==> src/rtl/timer_dev_pkg.sv <==
// Shared definitions for the interval timer: register word offsets, FSM state
// encoding, CTRL field layout and mode codes.
// Imported by timer_dev; holds no logic of its own.
package timer_dev_pkg;

    // Word offsets within the device window (PrAddr[3:2])
    localparam logic [1:0] ADDR_CTRL   = 2'd0;
    localparam logic [1:0] ADDR_PRESET = 2'd1;
    localparam logic [1:0] ADDR_COUNT  = 2'd2;

    typedef enum logic [1:0] {
        ST_IDLE = 2'd0,
        ST_LOAD = 2'd1,
        ST_CNT  = 2'd2,
        ST_INT  = 2'd3
    } state_t;

    // CTRL layout, LSB first: [0] EN, [2:1] MODE, [3] IM
    localparam int CTRL_EN_BIT = 0;
    localparam int CTRL_IM_BIT = 3;

    typedef struct packed {
        logic       im;
        logic [1:0] mode;
        logic       en;
    } ctrl_t;

    localparam logic [1:0] MODE_ONESHOT = 2'b00;
    localparam logic [1:0] MODE_RELOAD  = 2'b01;

    // Only 01 reloads; both 1x codes fall back to one-shot behaviour.
    function automatic logic is_reload(input ctrl_t c);
        return c.mode == MODE_RELOAD;
    endfunction

endpackage

==> src/rtl/timer_dev.sv <==
// Programmable interval timer: down-counter with one-shot / auto-reload modes
// and a maskable, level-held (one-shot) or pulsed (auto-reload) interrupt.
// Ports: Clk, Reset (async, active-high), Addr/We/Din bus write side,
//        Dout combinational read data, IRQ registered interrupt request.
module timer_dev
    import timer_dev_pkg::*;
#(
    parameter logic [1:0] BASE_SEL = 2'b00  // bridge decode tag, documentation only
) (
    input  logic        Clk,
    input  logic        Reset,
    input  logic [1:0]  Addr,
    input  logic        We,
    input  logic [31:0] Din,
    output logic [31:0] Dout,
    output logic        IRQ
);

    state_t      r_state;
    ctrl_t       r_ctrl;
    logic [31:0] r_preset;
    logic [31:0] r_count;
    logic        r_pend;
    logic        r_irq;

    logic        w_ctrl_wr;
    logic        w_preset_wr;
    logic        w_cnt_expire;
    logic        w_in_int;
    ctrl_t       w_ctrl_next;
    logic        w_pend_next;

    assign w_ctrl_wr    = We && (Addr == ADDR_CTRL);
    assign w_preset_wr  = We && (Addr == ADDR_PRESET);
    assign w_cnt_expire = (r_state == ST_CNT) && r_ctrl.en && (r_count == 32'd0);
    assign w_in_int     = (r_state == ST_INT);

    // Next CTRL: a bus write always overrides the one-shot self-clear of EN.
    always_comb begin
        w_ctrl_next = r_ctrl;
        if (w_in_int && !is_reload(r_ctrl)) begin
            w_ctrl_next.en = 1'b0;
        end
        if (w_ctrl_wr) begin
            w_ctrl_next = ctrl_t'(Din[3:0]);
        end
    end

    // Next pending: any CTRL write acts as acknowledge and beats a new expiry.
    always_comb begin
        w_pend_next = r_pend;
        if (w_cnt_expire) begin
            w_pend_next = 1'b1;
        end
        if (w_in_int && is_reload(r_ctrl)) begin
            w_pend_next = 1'b0;
        end
        if (w_ctrl_wr) begin
            w_pend_next = 1'b0;
        end
    end

    always_ff @(posedge Clk or posedge Reset) begin
        if (Reset) begin
            r_state  <= ST_IDLE;
            r_ctrl   <= '0;
            r_preset <= '0;
            r_count  <= '0;
            r_pend   <= 1'b0;
            r_irq    <= 1'b0;
        end else begin
            r_ctrl <= w_ctrl_next;
            r_pend <= w_pend_next;
            r_irq  <= w_pend_next & w_ctrl_next.im;
            if (w_preset_wr) begin
                r_preset <= Din;
            end
            case (r_state)
                ST_IDLE: begin
                    if (r_ctrl.en) begin
                        r_state <= ST_LOAD;
                    end
                end
                ST_LOAD: begin
                    r_count <= r_preset;
                    r_state <= ST_CNT;
                end
                ST_CNT: begin
                    // Disable is checked before expiry; count holds, never wraps.
                    if (!r_ctrl.en) begin
                        r_state <= ST_IDLE;
                    end else if (r_count == 32'd0) begin
                        r_state <= ST_INT;
                    end else begin
                        r_count <= r_count - 32'd1;
                    end
                end
                ST_INT: begin
                    r_state <= ST_IDLE;
                end
                default: begin
                    r_state <= ST_IDLE;
                end
            endcase
        end
    end

    always_comb begin
        Dout = 32'd0;
        case (Addr)
            ADDR_CTRL:   Dout = {28'd0, r_ctrl};
            ADDR_PRESET: Dout = r_preset;
            ADDR_COUNT:  Dout = r_count;
            default:     Dout = 32'd0;
        endcase
    end

    assign IRQ = r_irq;

endmodule

==> config.mk <==
export PLATFORM = sky130hd
export DESIGN_NAME = timer_dev
export DESIGN_NICKNAME = d
export VERILOG_FILES = /design/src/rtl/timer_dev_pkg.sv /design/src/rtl/timer_dev.sv
export SDC_FILE = /design/constraint.sdc
export NUM_CORES = 1
export LEC_CHECK = 0
export ABC_AREA = 1
export BUFFER_PORTS_ARGS = -buffer_cell sky130_fd_sc_hd__buf_2
export CAP_MARGIN = 20
export CORE_ASPECT_RATIO = 1.2
export CORE_MARGIN = 10
export CORE_UTILIZATION = 62
export CTS_CLUSTER_SIZE = 12
export DETAILED_ROUTE_END_ITERATION = 8
export GPL_TIMING_DRIVEN = 0
export PLACE_DENSITY = 0.88
export SYNTH_ARGS = -nofsm -noshare
export SYNTH_HDL_FRONTEND = slang
export SYNTH_SLANG_ARGS = --single-unit
==> constraint.sdc <==
create_clock -name Clk -period 6.1 [get_ports Clk]
set_input_delay 0.305 -clock Clk [delete_from_list [all_inputs] [get_ports Clk]]
set_output_delay 0.305 -clock Clk [all_outputs]
set_load 0.1 [all_outputs]
After elaboration in Yosys (flattened, before gate mapping):

Cells that the tools add are included.

* reduce and logical (&&, ||, !) cells: 14
* order comparisons: 0
* add/subtract/negate cells: 1
* eq/ne operators: 10
* shift operators: 0
* bitwise logic cells: 1
* $mul: 0
* mux-type cells: 13
* divide/modulo/power cells: 0

Operator list (number)
* $pmux 32 s3: 1
* $mux 32: 2
* $pmux 32 s2: 1
* $logic_not 32->1: 1
* $sub 32x1->32 const B: 1
* $pmux 2 s4: 1
* $eq 2x1->1 const B: 3
* $eq 2x2->1 const B: 3
* $logic_and 1x1->1: 6
* $mux 2: 3
* $ne 2x2->1 const B: 3
* $logic_not 2->1: 2
* $mux 1: 4
* $mux 4: 1
* $reduce_bool 2->1: 2
* $ne 3x2->1 const B: 1
* $reduce_and 3->1: 1
* $reduce_and 2->1: 1
* $and 1x1->1: 1
* $logic_not 1->1: 1

* input port bits: 37
* flip-flop bits (word level): 72
* output and inout bits: 33
* memories: 0
* bits in latches: 0
* bits in writable memories: 0
* bits in read-only memories: 0

Logic depth before layout (Yosys ltp):

Gate-level depths: netlist of run 1.

* depth after elaboration: 7
* gate-level depth with buffers: 12

Worst setup path after synthesis of run 1:

Ideal clock, no wire load.

* path type: input to output
* start point: input port Addr[0]
* end point: output port Dout[18]
* buffers on the path: 1
* data required time: 5.795 ns
* slack: 2.883 ns
* stages on the path: 5
* data arrival time: 2.912 ns
* cells stage by stage: inv_1 -> nor2_1 -> inv_1 -> clkbuf_1 -> o21ai_0

* longest elaborated chain between the ends: 2
* elaborated cells between the ends (all ways): 4
* those cells by class: eq/ne (2); mux (1); reduce/logical (1)

RTL lines
* from (decl): RTL line timer_dev.sv:12 `input logic [1:0] Addr,`
* $eq 2x2->1 (tied with other cells): RTL line timer_dev.sv:110 `case (Addr)`
* $pmux 32 s3 *: RTL line timer_dev.sv:110
* to (decl): RTL line timer_dev.sv:15 `output logic [31:0] Dout,`

Mark *: on every way between the ends. The rest lies on a longest branch, timed or not.

Final worst setup path of run 1:

* start point: input port Addr[0]
* end point: output port Dout[0]

The elaborated chain is that of the path after synthesis.

==> run_results.csv, run 1 <==
group,metric,value,unit
drt,viasPerCell,5.73,
clock_network,cts_hold_buffers,0,
setup_path,path_cells,"buf_2 -> inv_1 -> nor2_1 -> inv_1 -> clkbuf_1 -> o221ai_1 -> buf_2",
cells_and_area,post-route-util,74.2,%
yosys,yosys-top-cells-area,"dfrtp_1 40%, nand2_1 15%, nor2_1 7.0%",
timing,final_max_slew_viol_count,0,
place,gp_congestion,0.930,
timing,timing.fmax,438,MHz
power,power.density,510,mW/mm^2
global_route,grt-ovfl-total,0,
yosys,ys_ff_latch,72,
timing,relSlewSlack,40.6,%
cells_and_area,final_cells,802,
yosys,yosys.cell_types.count,35,
setup_path,cp.required,5.79,ns
clock_network,cts.clk_slew.worst_paths,0.08,ns
floorplanning,die_y,113,um
power,p_total,2630,uW
timing,timing.setup.tns,0,ns
drt,avgRoutedWirePerCell,17.9,um
drt,drt_iter0_drc,408,
global_route,gr-usage-all-layers,25.7,%
yosys,seq_area_frac_synth,40.3,%
global_route,grt_pass1_wl,23100,um
timing,period_share,37.4,%
global_route,grt_pass1_vias,4620,
clock_network,numCtsBuffers,9,
clock_network,clock_latency,0.36,ns
yosys,synthCells,630,
place,hpwl,10800,um
clock_network,clkSinkCount,72,
cells_and_area,layout_common_cells,"177 x nand2_1, 84 x nor2_1, 73 x inv_1",
cells_and_area,drive_gt1_share,19.9,%
power,ir_drop,0.270,mV
floorplanning,coreArea,0.00694,mm^2
yosys,synth_area_leader_cell,"dfrtp_1",
timing,setup_viol,0,
yosys,yosysWarnings,0,
timing,skew,0.00878,ns
floorplanning,die_area,0.0110,mm^2
drt,vias,4594,
setup_path,worstSetupEndpointType,"output port",
yosys,synthArstFlopShare,100,%
floorplanning,initial_core_util,64.5,%
place,io_buffers,69,
clock_network,cts_htree_levels,3,
clock_network,clockRootBuffer,"clkbuf_8",
hold_path,hp-class,"input port to asynchronous set/reset pin",
drt,drc,0,
timing,finalHoldViolations,0,
drt,ant_nets,0,
timing,tightestPinTransition,0.891,ns
cells_and_area,finalNetCount,748,
floorplanning,io-pin-count,70,
yosys,synth_edf_count,0,
setup_path,crit_type,"input port to output port",
timing,min_period,2.28,ns
setup_path,cp_max_fo,10,
setup_path,crit_family,"buffers and inverters",
global_route,grt_max_degree,73,
setup_path,cpPeakStageDelay,0.50,ns
floorplanning,rows,33,
cells_and_area,layout_commonest_cell,"nand2_1",
setup_path,crit_arrival,1.98,ns
floorplanning,die_w,97.6,um
clock_network,cts-resized-gates,0,
power,p_leak,0.00257,uW
cells_and_area,antenna_cells,0,
setup_path,cp_num_buf_inv,5,
yosys,synthFlopType,"dfrtp_1",
setup_path,cpMaxStageDelayCell,"buf_2",
yosys,synth_top_area_share,40.3,%
cells_and_area,areaGrowthSynthToFinish,14.9,%
clock_network,cts_setup_buffers,0,
setup_path,crit_path_start_kind,"input port",
flow_run,maxCapViolCount,0,
yosys,avgSynthCellArea,7.10,um^2
yosys,synth_area,0.00448,mm^2
clock_network,cts_tree,"yes",
yosys,synth_nets,668,
clock_network,clockBufferDepth,2,
drt,drt_wl_total,14300,um
timing,rsz0062_at_grt,"no",
place,placedCellCount,786,
drt,drt_pre_antenna_iters,5,
global_route,antenna_found_initial,0,
run_status,status,"complete, no violations",
power breakdown:
part           switching [uW]  leakage [uW]  internal (uW)
registers                 167      0.000857            630
clock network             189      0.000110            229
logic                    1030       0.00161            379
total                    1390       0.00257           1240
through the flow:
step | hold slack [ns] | area (um^2) | setup WS (ns)
after floorplan | 0.449 | 4480 | 2.88
after global placement | 0.464 | 4930 | 3.12
after detailed placement | 0.489 | 4930 | 3.92
after CTS | 0.175 | 5140 | 3.92
after global routing | 0.177 | 5140 | 3.79
final | 0.144 | 5140 | 3.82
synth_stat cells (7+ instances only):
cell      number
nand2_1      177
nor2_1        84
inv_1         74
dfrtp_1       72
o21ai_0       43
nand3_1       38
a21oi_1       21
o22ai_1       19
clkbuf_1      14
o21ai_2       11
mux2_2        10
nand4_1       10
nor2_2         9
nand2_2        7
flip-flops by register name, indices dropped and copies added, names as in the netlist:
register	count
r_preset	32
r_state	2
r_pend	1
r_ctrl	4
r_count	32
IRQ	1
metal layers:
metal	GRT usage [%]	routed length, um
met3	6.03	1160
met1	31.6	5820
met5	0	0
met2	42.0	6910
met4	11.2	440
kinds of logic (layout without fill, tap and decap cells):
kind of cell,count (synthesis),in the layout,synth area share [%]
xor+xnor,3,3,0.587
compound gates,108,108,14.2
flops,72,72,40.3
buf+inv,100,185,9.48
mux,10,10,2.52
simple gates,336,336,32.7
fa+ha+maj,1,1,0.280
worst register-to-register path: cells and delay by family, from the launching register on:
| family | cells | cell delay (ns) |
|---|---|---|
| AOI/OAI and AO/OA | 2 | 0.38 |
| adders and majority gates | 1 | 0.29 |
| buffers and inverters | 1 | 0.14 |
| DFF | 1 | 0.37 |
| and+or+nand+nor | 5 | 0.87 |
final timing paths:
path                                     to  slack [ns]        start  cells past startpoint
worst max register to register  r_count[18]        3.95   r_count[0]                      9
worst min-delay path              r_ctrl[1]        0.14        Reset                      2
worst min register to register  r_preset[0]        0.51  r_preset[0]                      2
min in group Clk                r_preset[7]        0.18       Din[7]                      2
worst max-delay path                Dout[0]        3.82      Addr[0]                      7
max in group asynchronous       r_count[31]        5.38        Reset                      2
final cells by class:
class / count / area (um^2)
plain buffers: 23 / 130
clock buffers: 10 / 128
clock inverters: 6 / 83.8
fillers: 579 / 1790
inverters: 77 / 297
multi-input cells: 458 / 2250
flip-flops and latches: 72 / 1800
well taps: 87 / 109
repair buffers: 69 / 345
(Power assumes the default switching activity.)
==> run 2: changes to the inputs <==
CORE_UTILIZATION = 57   (was 62)
PLACE_DENSITY = 0.82   (was 0.88)
clock period = 2.19 ns   (was 6.1 ns; I/O delays follow)
==> run 2 against run 1 <==
Against the previous run: largest cell class unchanged; combinational power grew to 2.8 times the previous value; clock power grew to 2.8 times the previous value; the run now ends with negative hold slack left; register-to-register slack lost 3.8 ns; cell count grew 1.9%; non-clock buffer count grew 10.
==> run_results.csv, run 2 (synthesis results as in run 1) <==
group,metric,value,unit
run_status,status,"finished with violations",
run_status,violations,"negative hold slack",
cells_and_area,layout_commonest_cell,"nand2_1",
cells_and_area,nFillCells,641,
clock_network,cts.clk_slew.worst_paths,0.08,ns
setup_path,crit_type,"flop to flop",
cells_and_area,drive_gt1_share,21.2,%
clock_network,clkSinkCount,72,
timing,min_period,2.07,ns
floorplanning,die_y,117,um
timing,final_max_slew_viol_count,0,
cells_and_area,areaGrowthSynthToFinish,18.8,%
setup_path,cp_max_fo,10,
timing,relSlewSlack,36.7,%
floorplanning,initial_core_util,58.4,%
timing,timing.fmax,484,MHz
setup_path,cp.required,2.44,ns
cells_and_area,final_cells,817,
global_route,grt_max_degree,73,
global_route,grt_pass1_wl,23400,um
hold_path,hold_depth,3,
floorplanning,rows,35,
clock_network,numCtsBuffers,9,
setup_path,reg2reg_from,"r_count[0]",
drt,ant_nets,0,
drt,drc,0,
timing,whs,-0.00111,ns
drt,drt_iter0_drc,387,
floorplanning,die_area,0.0118,mm^2
global_route,antenna_found_initial,0,
setup_path,crit_start,"r_count[0]",
setup_path,crit_path_start_kind,"flop",
timing,finalHoldViolations,1,
timing,setup_viol,0,
place,hpwl,10600,um
timing,rsz0062_at_grt,"no",
power,p_leak,0.00264,uW
floorplanning,coreArea,0.00766,mm^2
cells_and_area,finalNetCount,758,
timing,tightestPinTransition,0.949,ns
global_route,gr-usage-all-layers,24.9,%
clock_network,clockBufferDepth,2,
setup_path,worstSetupEndpointType,"flop",
drt,avgRoutedWirePerCell,17.5,um
power,power.density,1390,mW/mm^2
drt,viasPerCell,5.65,
global_route,grt_pass1_vias,4715,
timing,skew,0.0106,ns
floorplanning,io-pin-count,70,
floorplanning,die_w,101,um
clock_network,clock_latency,0.36,ns
setup_path,crit_arrival,2.32,ns
flow_run,maxCapViolCount,0,
setup_path,r2r_cells,12,
place,placedCellCount,791,
hold_path,min_from,"Din[24]",
clock_network,cts_htree_levels,3,
clock_network,cts_tree,"yes",
timing,timing.setup.tns,0,ns
cells_and_area,layout_common_cells,"177 x nand2_1, 83 x nor2_1, 73 x inv_1",
place,gp_congestion,0.971,
place,io_buffers,69,
hold_path,hp-class,"input port to flop",
drt,drt_wl_total,14300,um
global_route,grt-ovfl-total,0,
cells_and_area,post-route-util,69.4,%
drt,vias,4614,
clock_network,clockRootBuffer,"clkbuf_8",
drt,drt_pre_antenna_iters,5,
cells_and_area,antenna_cells,0,
timing,period_share,94.3,%
cells_and_area,top_regs,"r_count (32), r_preset (32), r_ctrl (4)",
power,ir_drop,0.745,mV
-- run 2: worst max-delay path, stage by stage (launching register included) --
cell and delay (ns):
dfrtp_1 0.36, inv_1 0.15, ha_2 0.27, nand2_2 0.11
nor2_4 0.24, nand2_2 0.10, nor2_4 0.10, nand3_4 0.12
nand2_8 0.14, inv_6 0.07, buf_6 0.16, nand2_1 0.08
nand2_1 0.05
-- run 2: area by class of cell --
class,count,area [um^2],area share (%)
multi-input combinational,458,2320,43.6
clock buffer,10,128,2.40
timing repair buffer,79,445,8.38
clock inverter,6,83.8,1.58
buffer,23,130,2.45
sequential,72,1800,33.9
inverter,77,297,5.58
tap,92,115,2.16
-- run 2: path summary, 6_finish.rpt --
path,slack (ns),to
worst min-delay path,-0.001,r_preset[24]
min in group asynchronous,0.49,r_ctrl[1]
worst max-delay path,0.12,r_count[24]
worst min register to register,0.50,r_preset[2]
max in group asynchronous,1.08,r_count[15]
worst max register to register,0.12,r_count[24]
-- run 2: repair_timing --
| action | CTS | global route |
|---|---|---|
| gates resized for setup | 0 | 2 |
| setup endpoints to repair | 0 | 13 |
| endpoints found under the hold margin | 37 | 0 |
| hold buffers | 10 | 0 |
| buffers inserted | 0 | 0 |
-- run 2: metrics by stage --
step	cell area, um^2	worst slack, ns	total power [uW]
after floorplan	4540	-0.488	5230
after global placement	5000	-0.649	6020
after detailed placement	5000	0.0907	6150
after CTS	5310	0.0615	7320
after global routing	5320	0.0381	7870
final	5320	0.125	7380
-- run 2: routing by layer --
layer  global-route usage [%]  part of all wire [%]  up-vias
met5                        0                     0        -
met4                     9.86                   2.8        0
met3                     5.75                   7.8       33
met2                     40.6                    48      203
met1                     31.3                    42     2172
li1                         -                     -     2206
-- run 2: power breakdown --
group          total (uW)  leakage [uW]  internal [uW]  switching [uW]
Sequential           2220      0.000857           1760             459
Clock                1160      0.000110            638             525
Combinational        4000       0.00167           1090            2910
==> run 3: changes to the inputs <==
CAP_MARGIN = 40   (was 20)
CELL_PAD_IN_SITES_DETAIL_PLACEMENT = 1   (was default)
CELL_PAD_IN_SITES_GLOBAL_PLACEMENT = 1   (was default)
CORE_UTILIZATION = 41   (was 57)
==> run 3 against run 2 <==
Against the previous run: the run still ends with negative hold slack left; worst setup slack better by 0.012 ns; cell count up 4.0%; design area grew 2.3%; via count rose by 0.35%; highest routed layer unchanged.
==> run_results.csv, run 3 (synthesis results as in run 1) <==
group,metric,value,unit
run_status,status,"finished with violations",
run_status,violations,"negative hold slack",
setup_path,worstSetupEndpointType,"flop",
global_route,grt_max_degree,42,
cells_and_area,final_cells,850,
drt,ant_nets,0,
drt,drc,0,
clock_network,numCtsBuffers,9,
drt,avgRoutedWirePerCell,19.4,um
clock_network,cts.clk_slew.worst_paths,0.06,ns
setup_path,cp_max_fo,10,
drt,drt_iter0_drc,274,
timing,tightestPinTransition,0.806,ns
floorplanning,initial_core_util,42.1,%
clock_network,cts_htree_levels,3,
floorplanning,die_y,134,um
clock_network,clkSinkCount,72,
timing,whs,-0.00430,ns
timing,period_share,93.7,%
timing,final_max_slew_viol_count,0,
floorplanning,coreArea,0.0106,mm^2
drt,viasPerCell,5.45,
cells_and_area,layout_common_cells,"177 x nand2_1, 82 x nor2_1, 73 x inv_1",
floorplanning,io-pin-count,70,
cells_and_area,drive_gt1_share,21.9,%
timing,rsz0062_at_grt,"no",
timing,skew,0.00979,ns
floorplanning,die_w,115,um
timing,finalHoldViolations,2,
setup_path,crit_path_start_kind,"flop",
cells_and_area,finalNetCount,754,
flow_run,maxCapViolCount,0,
global_route,grt_pass1_wl,26900,um
place,hpwl,12500,um
power,ir_drop,0.538,mV
drt,drt_wl_total,16500,um
floorplanning,die_area,0.0155,mm^2
timing,setup_viol,0,
timing,min_period,2.05,ns
place,place_area,0.00509,mm^2
hold_path,hp-class,"input port to flop",
place,placedCellCount,831,
cells_and_area,layout_commonest_cell,"nand2_1",
power,p_leak,0.00267,uW
place,io_buffers,69,
global_route,gr-usage-all-layers,21.9,%
drt,vias,4630,
timing,relSlewSlack,46.3,%
place,gp_congestion,0.933,
floorplanning,rows,41,
cells_and_area,top_regs,"r_count (32), r_preset (32), r_ctrl (4)",
cells_and_area,antenna_cells,0,
clock_network,clock_latency,0.34,ns
drt,drt_pre_antenna_iters,5,
clock_network,cts_tree,"yes",
cells_and_area,areaGrowthSynthToFinish,21.6,%
global_route,grt-ovfl-total,0,
clock_network,clockBufferDepth,2,
global_route,grt_pass1_vias,5049,
power,power.density,1460,mW/mm^2
setup_path,crit_arrival,2.29,ns
setup_path,cp.required,2.42,ns
global_route,antenna_found_initial,0,
clock_network,cts_setup_buffers,0,
setup_path,crit_type,"flop to flop",
clock_network,clockRootBuffer,"clkbuf_16",
timing,timing.fmax,487,MHz
cells_and_area,finalInstanceArea,0.00544,mm^2
==> run 3: cell count changes in the layout (fill, tap and decap cells not counted) <==
cell | before | now
nor2_1 | 83 | 82
clkbuf_16 | 0 | 9
nor2_2 | 10 | 11
buf_6 | 3 | 5
buf_12 | 0 | 1
clkbuf_8 | 9 | 0
dlygate4sd3_1 | 10 | 3
==> run 3: final cells by class <==
type                    instances  area [um^2]
plain buffers                  23          130
fillers                      1414         5180
flip-flops and latches         72         1800
multi-input cells             458         2320
repair buffers                 75          418
clock inverters                 6         83.8
well taps                     129          161
inverters                      77          297
clock buffers                  10          229
==> run 3: routing by layer <==
| layer | track usage [%] | vias to the layer above | share of wire [%] |
|---|---|---|---|
| li1 | - | 2200 | - |
| met1 | 27.4 | 2303 | 44 |
| met2 | 37.6 | 104 | 51 |
| met3 | 3.28 | 23 | 3.7 |
| met4 | 7.12 | 0 | 1.6 |
| met5 | 0 | - | 0 |
==> run 3: critical path, cell delays in order, from the launching register on <==
cell and delay, ns:
dfrtp_1 0.36, inv_1 0.15, ha_2 0.27, nand2_2 0.11
nor2_4 0.21, nand2_2 0.10, nor2_4 0.10, nand3_4 0.12
nand2_8 0.14, inv_6 0.07, buf_6 0.15, nand2_1 0.08
nand2_1 0.06
==> run 3: through the flow <==
stage	util [%]	worst slack (ns)	setup TNS [ns]	power (uW)
after floorplan	-	-0.488	-2.54	5230
after global placement	47.5	-0.771	-55.17	6070
after detailed placement	47.9	0.0503	0	6260
after CTS	51.2	0.0400	0	7910
after global routing	51.2	0.00569	0	8420
final	51.2	0.137	0	7940
==> run 3: what timing repair did <==
action | in CTS | in global routing
endpoints found under the hold margin | 33 | 0
gates resized for setup | 0 | 3
hold buffers | 3 | 0
setup endpoints to repair | 0 | 15
==> run 3: where the power goes <==
part           leakage (uW)  total (uW)  switching [uW]  internal (uW)
sequential         0.000857        2260             497           1760
combinational       0.00166        4080            2990           1090
clock              0.000156        1600             610            994
==> run 3: path summary, 6_finish.rpt <==
path | endpoint | cells after the start | slack, ns | start
setup reg to reg | r_count[23] | 12 | 0.14 | r_count[0]
max in group asynchronous | r_count[29] | 4 | 1.30 | Reset
min in group asynchronous | r_preset[1] | 3 | 0.31 | Reset
setup / recovery | r_count[23] | 12 | 0.14 | r_count[0]
hold reg to reg | r_pend | 2 | 0.49 | r_pend
hold / removal | r_preset[8] | 2 | -0.004 | Din[8]
